<file path="src/rtl/mp_mac_acc_pkg.sv">
`default_nettype none
// ============================================================================
// Module      : mp_mac_acc_pkg
// Description : Shared types for the multi-precision MAC accumulator (MacCfg):
//               MAC mode, lane number type, FSM state and lane-count helpers.
// Revision    : 1.0 - initial release
// ============================================================================
package mp_mac_acc_pkg;

  // Multiply mode selected per group
  typedef enum logic [2:0] {
    XNOR = 3'd0,
    M1   = 3'd1,
    M2   = 3'd2,
    M4   = 3'd3,
    M8   = 3'd4
  } mac_mode_e;

  // Interpretation of the lanes of one operand
  typedef enum logic {
    SIGNED   = 1'b0,
    UNSIGNED = 1'b1
  } num_t_e;

  // Group sequencing state
  typedef enum logic [1:0] {
    IDLE  = 2'd0,
    ACC   = 2'd1,
    DRAIN = 2'd2,
    HOLD  = 2'd3
  } mac_state_e;

  // Multi-bit precisions handled by the lane-product tree: 2, 4 and 8 bits
  localparam int c_NUM_PREC = 3;

  // Lane width for precision index p (0 -> 2 bits, 1 -> 4 bits, 2 -> 8 bits)
  function automatic int lane_bits(input int p);
    return 2 << p;
  endfunction

  // Number of lanes of width bits in a dwd-bit word
  function automatic int lane_count(input int dwd, input int bits);
    return dwd / bits;
  endfunction

endpackage
`default_nettype wire

</file>
<file path="src/rtl/mp_lane_dot.sv">
`default_nettype none
// ============================================================================
// Module      : mp_lane_dot
// Description : Combinational lane-wise dot product of two pixel words at
//               XNOR / 1 / 2 / 4 / 8-bit precision, sign-extended to ODWD.
// Revision    : 1.0 - initial release
// ============================================================================
module mp_lane_dot
  import mp_mac_acc_pkg::*;
#(
  parameter int DWD  = 16,
  parameter int ODWD = 24
) (
  input  logic [2:0]             i_mode,
  input  logic                   i_inumt,
  input  logic                   i_wnumt,
  input  logic [DWD-1:0]         i_ipix,
  input  logic [DWD-1:0]         i_wpix,
  output logic signed [ODWD-1:0] o_psum
);

  logic signed [ODWD-1:0] w_prec_sum [c_NUM_PREC];
  logic signed [ODWD-1:0] w_and_pop;
  logic signed [ODWD-1:0] w_xnor_pop;

  assign w_and_pop  = ODWD'($countones(i_ipix & i_wpix));
  assign w_xnor_pop = ODWD'($countones(i_ipix ~^ i_wpix));

  for (genvar p = 0; p < c_NUM_PREC; p++) begin : g_prec
    localparam int B  = lane_bits(p);
    localparam int NL = lane_count(DWD, B);

    logic [DWD-1:0]         w_ip;
    logic [DWD-1:0]         w_wp;
    logic signed [B:0]      w_a;
    logic signed [B:0]      w_w;
    logic signed [ODWD-1:0] w_sum;

    // Walk the lanes LSB first, extending each to B+1 bits before multiplying
    always_comb begin
      w_ip  = i_ipix;
      w_wp  = i_wpix;
      w_a   = '0;
      w_w   = '0;
      w_sum = '0;
      for (int l = 0; l < NL; l++) begin
        w_a   = {(i_inumt == SIGNED) & w_ip[B-1], w_ip[B-1:0]};
        w_w   = {(i_wnumt == SIGNED) & w_wp[B-1], w_wp[B-1:0]};
        w_sum = w_sum + ODWD'(w_a) * ODWD'(w_w);
        w_ip  = w_ip >> B;
        w_wp  = w_wp >> B;
      end
    end

    assign w_prec_sum[p] = w_sum;
  end

  // Select the partial sum for the requested mode; unknown modes behave as M8
  always_comb begin
    o_psum = w_prec_sum[2];
    case (mac_mode_e'(i_mode))
      XNOR:    o_psum = (w_xnor_pop <<< 1) - ODWD'(DWD);
      M1:      o_psum = (i_inumt != i_wnumt) ? -w_and_pop : w_and_pop;
      M2:      o_psum = w_prec_sum[0];
      M4:      o_psum = w_prec_sum[1];
      default: o_psum = w_prec_sum[2];
    endcase
  end

endmodule
`default_nettype wire

</file>
<file path="src/rtl/mp_mac_acc.sv">
`default_nettype none
// ============================================================================
// Module      : mp_mac_acc
// Description : Two-stage pipelined multi-precision dot-product accumulator.
//               Stage 1 registers the beat's lane dot product, stage 2 sums
//               i_acc_len beats; the result is held until consumed.
//               Optional macro MAC_SAT_EN: saturating accumulation and a
//               sticky o_sat overflow flag.
// Revision    : 1.0 - initial release
// ============================================================================
module mp_mac_acc
  import mp_mac_acc_pkg::*;
#(
  parameter int DWD   = 16,
  parameter int ODWD  = 24,
  parameter int LENWD = 8
) (
  input  logic                   i_clk,
  input  logic                   i_rst,
  input  logic [2:0]             i_mode,
  input  logic                   i_iNumT,
  input  logic                   i_wNumT,
  input  logic [LENWD-1:0]       i_acc_len,
  input  logic [DWD-1:0]         i_ipix,
  input  logic [DWD-1:0]         i_wpix,
  input  logic                   i_valid,
  output logic                   o_ready,
  output logic signed [ODWD-1:0] o_sum,
  output logic                   o_valid,
`ifdef MAC_SAT_EN
  output logic                   o_sat,
`endif
  input  logic                   i_ready
);

  mac_state_e             r_state;
  mac_state_e             w_state_nxt;
  logic [2:0]             r_mode;
  logic                   r_inumt;
  logic                   r_wnumt;
  logic [LENWD-1:0]       r_len;
  logic [LENWD-1:0]       r_cnt;
  logic signed [ODWD-1:0] r_psum;
  logic                   r_s1_valid;
  logic                   r_s1_first;
  logic                   r_s1_last;
  logic signed [ODWD-1:0] r_acc;
  logic                   r_acc_last;
  logic signed [ODWD-1:0] r_sum;
  logic signed [ODWD-1:0] w_psum;
  logic signed [ODWD-1:0] w_acc_nxt;
  logic                   w_accept;
  logic                   w_first;
  logic                   w_last_beat;

  assign w_accept = i_valid && o_ready;
  assign w_first  = (r_state == IDLE);
  // The first beat of a group decides from its own len (0 and 1 both mean one beat)
  assign w_last_beat = w_first ? (i_acc_len <= LENWD'(1)) : ((r_cnt + 1'b1) == r_len);
  assign o_sum = r_sum;

  // The first beat uses live configuration, later beats the latched copy
  mp_lane_dot #(
    .DWD  (DWD),
    .ODWD (ODWD)
  ) u_lane_dot (
    .i_mode  (w_first ? i_mode  : r_mode),
    .i_inumt (w_first ? i_iNumT : r_inumt),
    .i_wnumt (w_first ? i_wNumT : r_wnumt),
    .i_ipix  (i_ipix),
    .i_wpix  (i_wpix),
    .o_psum  (w_psum)
  );

`ifdef MAC_SAT_EN
  localparam logic signed [ODWD-1:0] c_SAT_MAX = {1'b0, {(ODWD-1){1'b1}}};
  localparam logic signed [ODWD-1:0] c_SAT_MIN = {1'b1, {(ODWD-1){1'b0}}};

  logic signed [ODWD:0] w_acc_wide;
  logic                 w_ovf;
  logic                 r_sat;

  assign w_acc_wide = {r_acc[ODWD-1], r_acc} + {r_psum[ODWD-1], r_psum};
  assign w_ovf      = w_acc_wide[ODWD] != w_acc_wide[ODWD-1];
  assign w_acc_nxt  = w_ovf ? (w_acc_wide[ODWD] ? c_SAT_MIN : c_SAT_MAX) : w_acc_wide[ODWD-1:0];
  assign o_sat      = r_sat;

  // Sticky overflow flag, restarted by the first psum of each group
  always_ff @(posedge i_clk or negedge i_rst) begin
    if (!i_rst) begin
      r_sat <= 1'b0;
    end else if (r_s1_valid) begin
      r_sat <= r_s1_first ? 1'b0 : (r_sat | w_ovf);
    end
  end
`else
  assign w_acc_nxt = r_acc + r_psum;
`endif

  // State register
  always_ff @(posedge i_clk or negedge i_rst) begin
    if (!i_rst) begin
      r_state <= IDLE;
    end else begin
      r_state <= w_state_nxt;
    end
  end

  // Next-state and handshake outputs
  always_comb begin
    w_state_nxt = r_state;
    o_ready     = 1'b0;
    o_valid     = 1'b0;
    case (r_state)
      IDLE: begin
        o_ready = 1'b1;
        if (i_valid) w_state_nxt = w_last_beat ? DRAIN : ACC;
      end
      ACC: begin
        o_ready = 1'b1;
        if (i_valid && w_last_beat) w_state_nxt = DRAIN;
      end
      DRAIN: begin
        if (r_acc_last) w_state_nxt = HOLD;
      end
      HOLD: begin
        o_valid = 1'b1;
        if (i_ready) w_state_nxt = IDLE;
      end
      default: w_state_nxt = IDLE;
    endcase
  end

  // Latch group configuration on the first beat and count accepted beats
  always_ff @(posedge i_clk or negedge i_rst) begin
    if (!i_rst) begin
      r_mode  <= '0;
      r_inumt <= 1'b0;
      r_wnumt <= 1'b0;
      r_len   <= LENWD'(1);
      r_cnt   <= '0;
    end else if (w_accept) begin
      if (w_first) begin
        r_mode  <= i_mode;
        r_inumt <= i_iNumT;
        r_wnumt <= i_wNumT;
        r_len   <= (i_acc_len == '0) ? LENWD'(1) : i_acc_len;
        r_cnt   <= LENWD'(1);
      end else begin
        r_cnt   <= r_cnt + 1'b1;
      end
    end
  end

  // Stage 1: register the beat's psum with its group-position tags
  always_ff @(posedge i_clk or negedge i_rst) begin
    if (!i_rst) begin
      r_s1_valid <= 1'b0;
      r_s1_first <= 1'b0;
      r_s1_last  <= 1'b0;
      r_psum     <= '0;
    end else begin
      r_s1_valid <= w_accept;
      if (w_accept) begin
        r_s1_first <= w_first;
        r_s1_last  <= w_last_beat;
        r_psum     <= w_psum;
      end
    end
  end

  // Stage 2: load on the first psum, accumulate afterwards
  always_ff @(posedge i_clk or negedge i_rst) begin
    if (!i_rst) begin
      r_acc      <= '0;
      r_acc_last <= 1'b0;
    end else begin
      r_acc_last <= r_s1_valid && r_s1_last;
      if (r_s1_valid) begin
        r_acc <= r_s1_first ? r_psum : w_acc_nxt;
      end
    end
  end

  // Capture the finished group into the held output register
  always_ff @(posedge i_clk or negedge i_rst) begin
    if (!i_rst) begin
      r_sum <= '0;
    end else if (r_state == DRAIN && r_acc_last) begin
      r_sum <= r_acc;
    end
  end

endmodule
`default_nettype wire
</file>
<file path="config.mk">
export PLATFORM = sky130hd
export DESIGN_NAME = mp_mac_acc
export DESIGN_NICKNAME = d
export VERILOG_FILES = /design/src/rtl/mp_mac_acc_pkg.sv /design/src/rtl/mp_lane_dot.sv /design/src/rtl/mp_mac_acc.sv
export SDC_FILE = /design/constraint.sdc
export NUM_CORES = 1
export LEC_CHECK = 0
export ABC_AREA = 0
export CORE_ASPECT_RATIO = 1.5
export CORE_UTILIZATION = 53
export CTS_BUF_LIST = sky130_fd_sc_hd__clkbuf_8
export CTS_CLUSTER_SIZE = 16
export DETAILED_ROUTE_END_ITERATION = 6
export HOLD_SLACK_MARGIN = 0.02
export MAX_ROUTING_LAYER = met4
export PLACE_DENSITY = 0.76
export SLEW_MARGIN = 20
export SYNTH_ARGS = -nofsm -noshare
export SYNTH_HDL_FRONTEND = slang
export SYNTH_SLANG_ARGS = --single-unit
</file>
<file path="constraint.sdc">
create_clock -name i_clk -period 21.9 [get_ports i_clk]
set_input_delay 2.19 -clock i_clk [delete_from_list [all_inputs] [get_ports i_clk]]
set_output_delay 2.19 -clock i_clk [all_outputs]
set_load 0.05 [all_outputs]
</file>
==> reports/results.tsv, run 1 <==
stage	metric	value	unit
cts	CTS root buf	clkbuf_8	
sta	post-layout min period	10.17	ns
sta	Setup Skew	0.01144	ns
logic_synthesis	asr flop ratio synth	100.0	%
logic_synthesis	Synth Flop Type	dfrtp_1	
die	Rows	87	
logic_synthesis	gate count of the mapped netlist	2166	
grt	GR Overflow Total	0	
die	Die ar.	0.03944	mm²
drt	drt first pass iters	6	
worst_setup_path	Critical Path RT	22.16	ns
cts	CTS Sinks	99	
sta	period utilization	46.44	%
logic_synthesis	syn nets	2835	
outcome	status	finished, final reports clean	
cts	CTS tree	built	
cells_and_area	fill count	3275	
cells_and_area	commonest cells after routing, fill and taps aside	526 x inv_1, 354 x fa_1, 266 x ha_1	
cts	H-Tree Depth	3	
worst_setup_path	Worst setup EP type	flip-flop	
grt	first-pass GRT wire length	91030	µm
cells_and_area	final non-filler cell total	2712	
cts	Gates resized, CTS repair	0	
cells_and_area	most common cell after layout, fill and taps aside	inv_1	
placed_design	I/O Buffers	74	
cells_and_area	Layout Utilization	57.93	%
cells_and_area	register area	0.002479	mm²
sta	Setup-failing EPs final	0	
grt	initial antenna violation count	1	
die	Starting Density	54.05	%
grt	largest net degree at the start of global routing	81	
hold_path	Tightest Hold Check Type	reg -> reg	
worst_setup_path	CP max FO	12	
logic_synthesis	Netlist Area Pre-Place	0.02047	mm²
cts	CTS buffer count	9	
worst_setup_path	most used cell, CP	fa_1	
logic_synthesis	syn avg cell area	9.453	µm²
die	I/O pins	75	
cts	clk buf depth	2	
placed_design	placed cells	2695	
cts	Clock transition at path regs	0.10	ns
placed_design	Final GP Congestion	1.150	
die	Die Wd	162.5	µm
cells_and_area	Net count, final	2886	
drt	DRC violations left	0	
cts	hold_buf cts	0	
logic_synthesis	Seq/Total Area, Yosys	12.11	%
cts	clk_lat worst skew	0.40	ns
worst_setup_path	cell family with most CP delay	adder cells	
worst_setup_path	crit-path max cell delay	0.78	ns
die	Core ar.	0.03788	mm²
logic_synthesis	Seq cells post-synth	99	
cells_and_area	ratio of cells with drive above 1 in the final layout	4.905	%
drt	final WL	57900	µm
grt	GRT Util Overall	32.03	%
cells_and_area	Area Overhead vs Synth	7.180	%
logic_synthesis	Distinct cells, synth	70	
cts	post-CTS setup buffers	0	
logic_synthesis	EDFF count, synth	0	
grt	number of global-route vias before repair	16731	
sta	TNS Setup	0	ns
sta	Final Hold Viols	0	
worst_setup_path	Slowest-stage cell, CP	clkdlybuf4s50_1	
flow_run	Max-Cap Viols	0	
drt	routed vias/inst	5.608	
sta	Worst Hold Slack	0.4983	ns
die	Die Ht	242.7	µm
sta	RSZ-0062 raised after global routing	false	
drt	DRT antenna net count	0	
sta	Slew Limit Fails	0	
drt	Via Count	15208	
worst_setup_path	WP data arrival	10.43	ns
worst_setup_path	WP buf/inv	5	
worst_setup_path	crit path launch type	input pin	
sta	Slew @ Worst Pin	1.004	ns
worst_setup_path	critical path class	in -> reg	
cells_and_area	footprint of the multi-input gates	0.01584	mm²
drt	starting DRC count in detailed routing	1067	
logic_synthesis	warnings from Yosys	0	
sta	Worst slew margin	32.88	%
sta	Fmax	98.33	MHz
drt	drt wl/cell	21.35	µm
placed_design	Post-DP HPWL	50080	µm
-- worst paths after layout --
kind,start,end,slack (ns),cells after the start
worst max-delay path,i_wpix[7],r_psum[21]$_DFFE_PN0P_,11.73,26
worst min-delay path,o_sum[1]$_DFFE_PN0P_,o_sum[1]$_DFFE_PN0P_,0.50,2
worst max register to register,r_state[0]$_DFFE_PN0P_,r_psum[21]$_DFFE_PN0P_,12.55,29
worst min register to register,o_sum[1]$_DFFE_PN0P_,o_sum[1]$_DFFE_PN0P_,0.50,2
max in group asynchronous,i_rst,o_sum[11]$_DFFE_PN0P_,18.98,2
min in group asynchronous,i_rst,r_len[1]$_DFFE_PN0P_,1.64,1
-- cell families (layout without fill, tap and decap cells) --
group / after synthesis / in the layout / synth area share, %
buffers and inverters: 575 / 631 / 10.58
DFF: 99 / 99 / 12.11
xor gates and xnor gates: 125 / 125 / 5.347
adders and majority gates: 620 / 620 / 50.87
AOI/OAI and AO/OA: 261 / 261 / 8.091
other: 0 / 1 / 0
and+or+nand+nor: 433 / 433 / 10.19
muxes: 53 / 53 / 2.823
-- synthesized netlist by cell type, drive strengths merged (5+ instances only) --
master	number	share of area [%]
ha	266	16
o21a	5	0.18
xor2	31	1.3
nand2	146	2.7
o211ai	5	0.18
nor2	97	1.8
dfrtp	98	12
o22ai	8	0.24
nand4	5	0.15
a21oi	93	2.3
xnor2	94	4.0
nor3	15	0.42
nand2b	13	0.40
or2	28	0.86
inv	526	9.6
mux2	35	1.9
fa	354	35
and3	18	0.55
o21ai	61	1.5
mux2i	18	0.90
nor2b	10	0.31
o21bai	20	0.75
nand3	21	0.51
a31oi	11	0.34
clkbuf	41	0.75
buf	8	0.18
a21o	20	0.73
and2	63	1.9
nor4	5	0.15
-- flip-flops by register name, summed over array words and instances (netlist names) --
name / flops
o_sum: 24
r_mode: 3
r_s1_valid: 1
r_acc: 24
r_s1_last: 1
r_inumt: 1
r_cnt: 8
r_s1_first: 1
r_acc_last: 1
r_state: 2
r_psum: 24
r_wnumt: 1
r_len: 8
-- worst min-delay path: stages, from the launching register on --
cell and delay, ns:
dfrtp_1 0.36, nand2_1 0.05, o21ai_0 0.06
-- per-layer routing --
metal  GRT usage (%)  share of wire (%)
met5               -                  0
met4           21.98                8.4
met3           3.503                5.1
met2           56.88                 53
met1           32.66                 34
-- cell type report --
type,count,area share (%)
diodes,1,0.01140
clock buffers,9,0.5645
clock inverters,7,0.2737
inverters,526,8.997
multi-input cells,1492,72.19
flip-flops and latches,99,11.29
well taps,489,2.788
repair buffers,89,3.877
-- through the flow --
step | instance area, µm² | worst slack (ns)
CTS | 21940 | 11.83
detailed placement | 21760 | 11.42
finish | 21940 | 11.73
global placement | 21760 | 11.48
global route | 21940 | 11.34
floorplan | 20470 | 12.40
Power of run 1 is not shown: default switching activity piles up to over one toggle a cycle in this logic, so the estimate is an artifact.
==> inputs of run 2 (changes only) <==
Clock period 21.9 ns to 9.82 ns, I/O delays scaled along.
==> run 2 against run 1 <==
  * Cell area up 1.0%
  * Largest cell class unchanged
  * Critical endpoint is now r_psum[19]$_DFFE_PN0P_
  * Via count up 0.42%
  * Routed wire length up 0.97%
==> reports/results.tsv, run 2 (synthesis results as in run 1) <==
stage	metric	value	unit
cells_and_area	ratio of cells with drive above 1 in the final layout	6.131	%
placed_design	Post-DP HPWL	51700	µm
sta	Slew @ Worst Pin	1.027	ns
drt	final WL	58460	µm
cts	clk buf depth	2	
die	Die Wd	162.5	µm
cells_and_area	Net count, final	2915	
cells_and_area	final non-filler cell total	2742	
grt	number of global-route vias before repair	16834	
worst_setup_path	CP max FO	10	
placed_design	Final GP Congestion	1.059	
outcome	status	finished, final reports clean	
sta	Slew Limit Fails	0	
grt	initial antenna violation count	0	
worst_setup_path	crit path launch type	input pin	
worst_setup_path	critical path class	in -> reg	
die	Die ar.	0.03944	mm²
drt	drt wl/cell	21.32	µm
die	I/O pins	75	
cts	H-Tree Depth	3	
sta	Worst slew margin	31.40	%
drt	DRT antenna net count	0	
worst_setup_path	Slowest-stage cell, CP	fa_1	
placed_design	I/O Buffers	74	
die	Core ar.	0.03788	mm²
drt	DRC violations left	0	
sta	Fmax	111.6	MHz
cts	hold_buf cts	0	
grt	first-pass GRT wire length	90980	µm
worst_setup_path	cell family with most CP delay	adder cells	
worst_setup_path	Critical Path RT	10.10	ns
cells_and_area	Area Overhead vs Synth	8.299	%
worst_setup_path	Worst setup EP type	flip-flop	
cts	clk_lat worst skew	0.40	ns
cells_and_area	commonest cells after routing, fill and taps aside	526 x inv_1, 354 x fa_1, 266 x ha_1	
grt	GRT Util Overall	32.09	%
die	Starting Density	54.05	%
cts	Clock transition at path regs	0.11	ns
sta	TNS Setup	0	ns
worst_setup_path	most used cell, CP	fa_1	
cts	CTS tree	built	
sta	Setup Skew	0.01206	ns
cts	CTS root buf	clkbuf_8	
cells_and_area	register area	0.002479	mm²
worst_setup_path	WP buf/inv	5	
drt	drt first pass iters	5	
die	Die Ht	242.7	µm
drt	Via Count	15272	
flow_run	Max-Cap Viols	0	
cts	CTS buffer count	9	
die	Rows	87	
grt	largest net degree at the start of global routing	80	
cells_and_area	footprint of the multi-input gates	0.01584	mm²
sta	RSZ-0062 raised after global routing	false	
cells_and_area	most common cell after layout, fill and taps aside	inv_1	
cts	Gates resized, CTS repair	0	
worst_setup_path	WP data arrival	9.24	ns
sta	Final Hold Viols	0	
sta	post-layout min period	8.958	ns
placed_design	placed cells	2724	
cts	CTS Sinks	99	
sta	Setup-failing EPs final	0	
worst_setup_path	crit-path max cell delay	0.61	ns
cts	post-CTS setup buffers	0	
grt	GR Overflow Total	0	
hold_path	Tightest Hold Check Type	in -> async	
drt	starting DRC count in detailed routing	1003	
cells_and_area	fill count	3311	
sta	period utilization	91.22	%
drt	routed vias/inst	5.570	
## run 2: cell count changes in the layout (fill, tap and decap cells not counted)
cell and delta:
buf_4 +29, clkbuf_8 +1, inv_6 +2, clkinvlp_4 -3, diode_2 +1
## run 2: area by class of cell
type | count | share of cell area, %
antenna | 2 | 0.02257
clock buffer | 10 | 0.6207
clock inverter | 6 | 0.2483
inverter | 526 | 8.904
multi-input combinational | 1492 | 71.45
sequential | 99 | 11.18
tap | 489 | 2.759
timing repair buffer | 118 | 4.819
## run 2: through the flow
stage / setup slack (ns) / cell area (µm²) / hold slack, ns / utilization [%]
6_report: 0.8625 / 22170 / 0.4304 / 58.53
5_1_grt: 0.4286 / 22170 / 0.4440 / 58.52
4_1_cts: 0.9345 / 22170 / 0.4233 / 58.52
3_5_place_dp: 0.5153 / 21980 / 0.4670 / 58.01
3_3_place_gp: 0.6262 / 21980 / 0.4618 / 58.01
2_1_floorplan: 1.530 / 20470 / 0.4418 / -
## run 2: final timing paths
path,slack (ns),cells after the start,from,end
setup / recovery,0.86,28,i_wNumT,r_psum[19]$_DFFE_PN0P_
hold / removal,0.43,1,i_rst,r_len[2]$_DFFE_PN0P_
setup reg to reg,1.00,29,r_state[1]$_DFFE_PN0P_,r_psum[19]$_DFFE_PN0P_
hold reg to reg,0.49,2,r_s1_last$_DFFE_PN0P_,r_s1_last$_DFFE_PN0P_
max in group asynchronous,8.11,2,i_rst,o_sum[18]$_DFFE_PN0P_
min in group i_clk,0.49,2,r_s1_last$_DFFE_PN0P_,r_s1_last$_DFFE_PN0P_
## run 2: metal layers
metal	share of wire, %	up-vias	wire, µm	GRT usage, %
li1	-	6892	-	-
met1	33	7575	19360	31.16
met2	52	549	30370	56.54
met3	4.9	256	2844	3.640
met4	10	0	5884	26.61
met5	0	-	0	-
## run 2: worst register-to-register path, delay by kind of cell (launching register included)
kind	cells	cell delay, ns
xor gates and xnor gates	1	0.16
and+or+nand+nor	6	1.31
adders and majority gates	10	4.76
DFF	1	0.42
buffers and inverters	5	0.59
AOI/OAI and AO/OA	6	1.20
muxes	1	0.23
Power of run 2 is left out for the same reason.
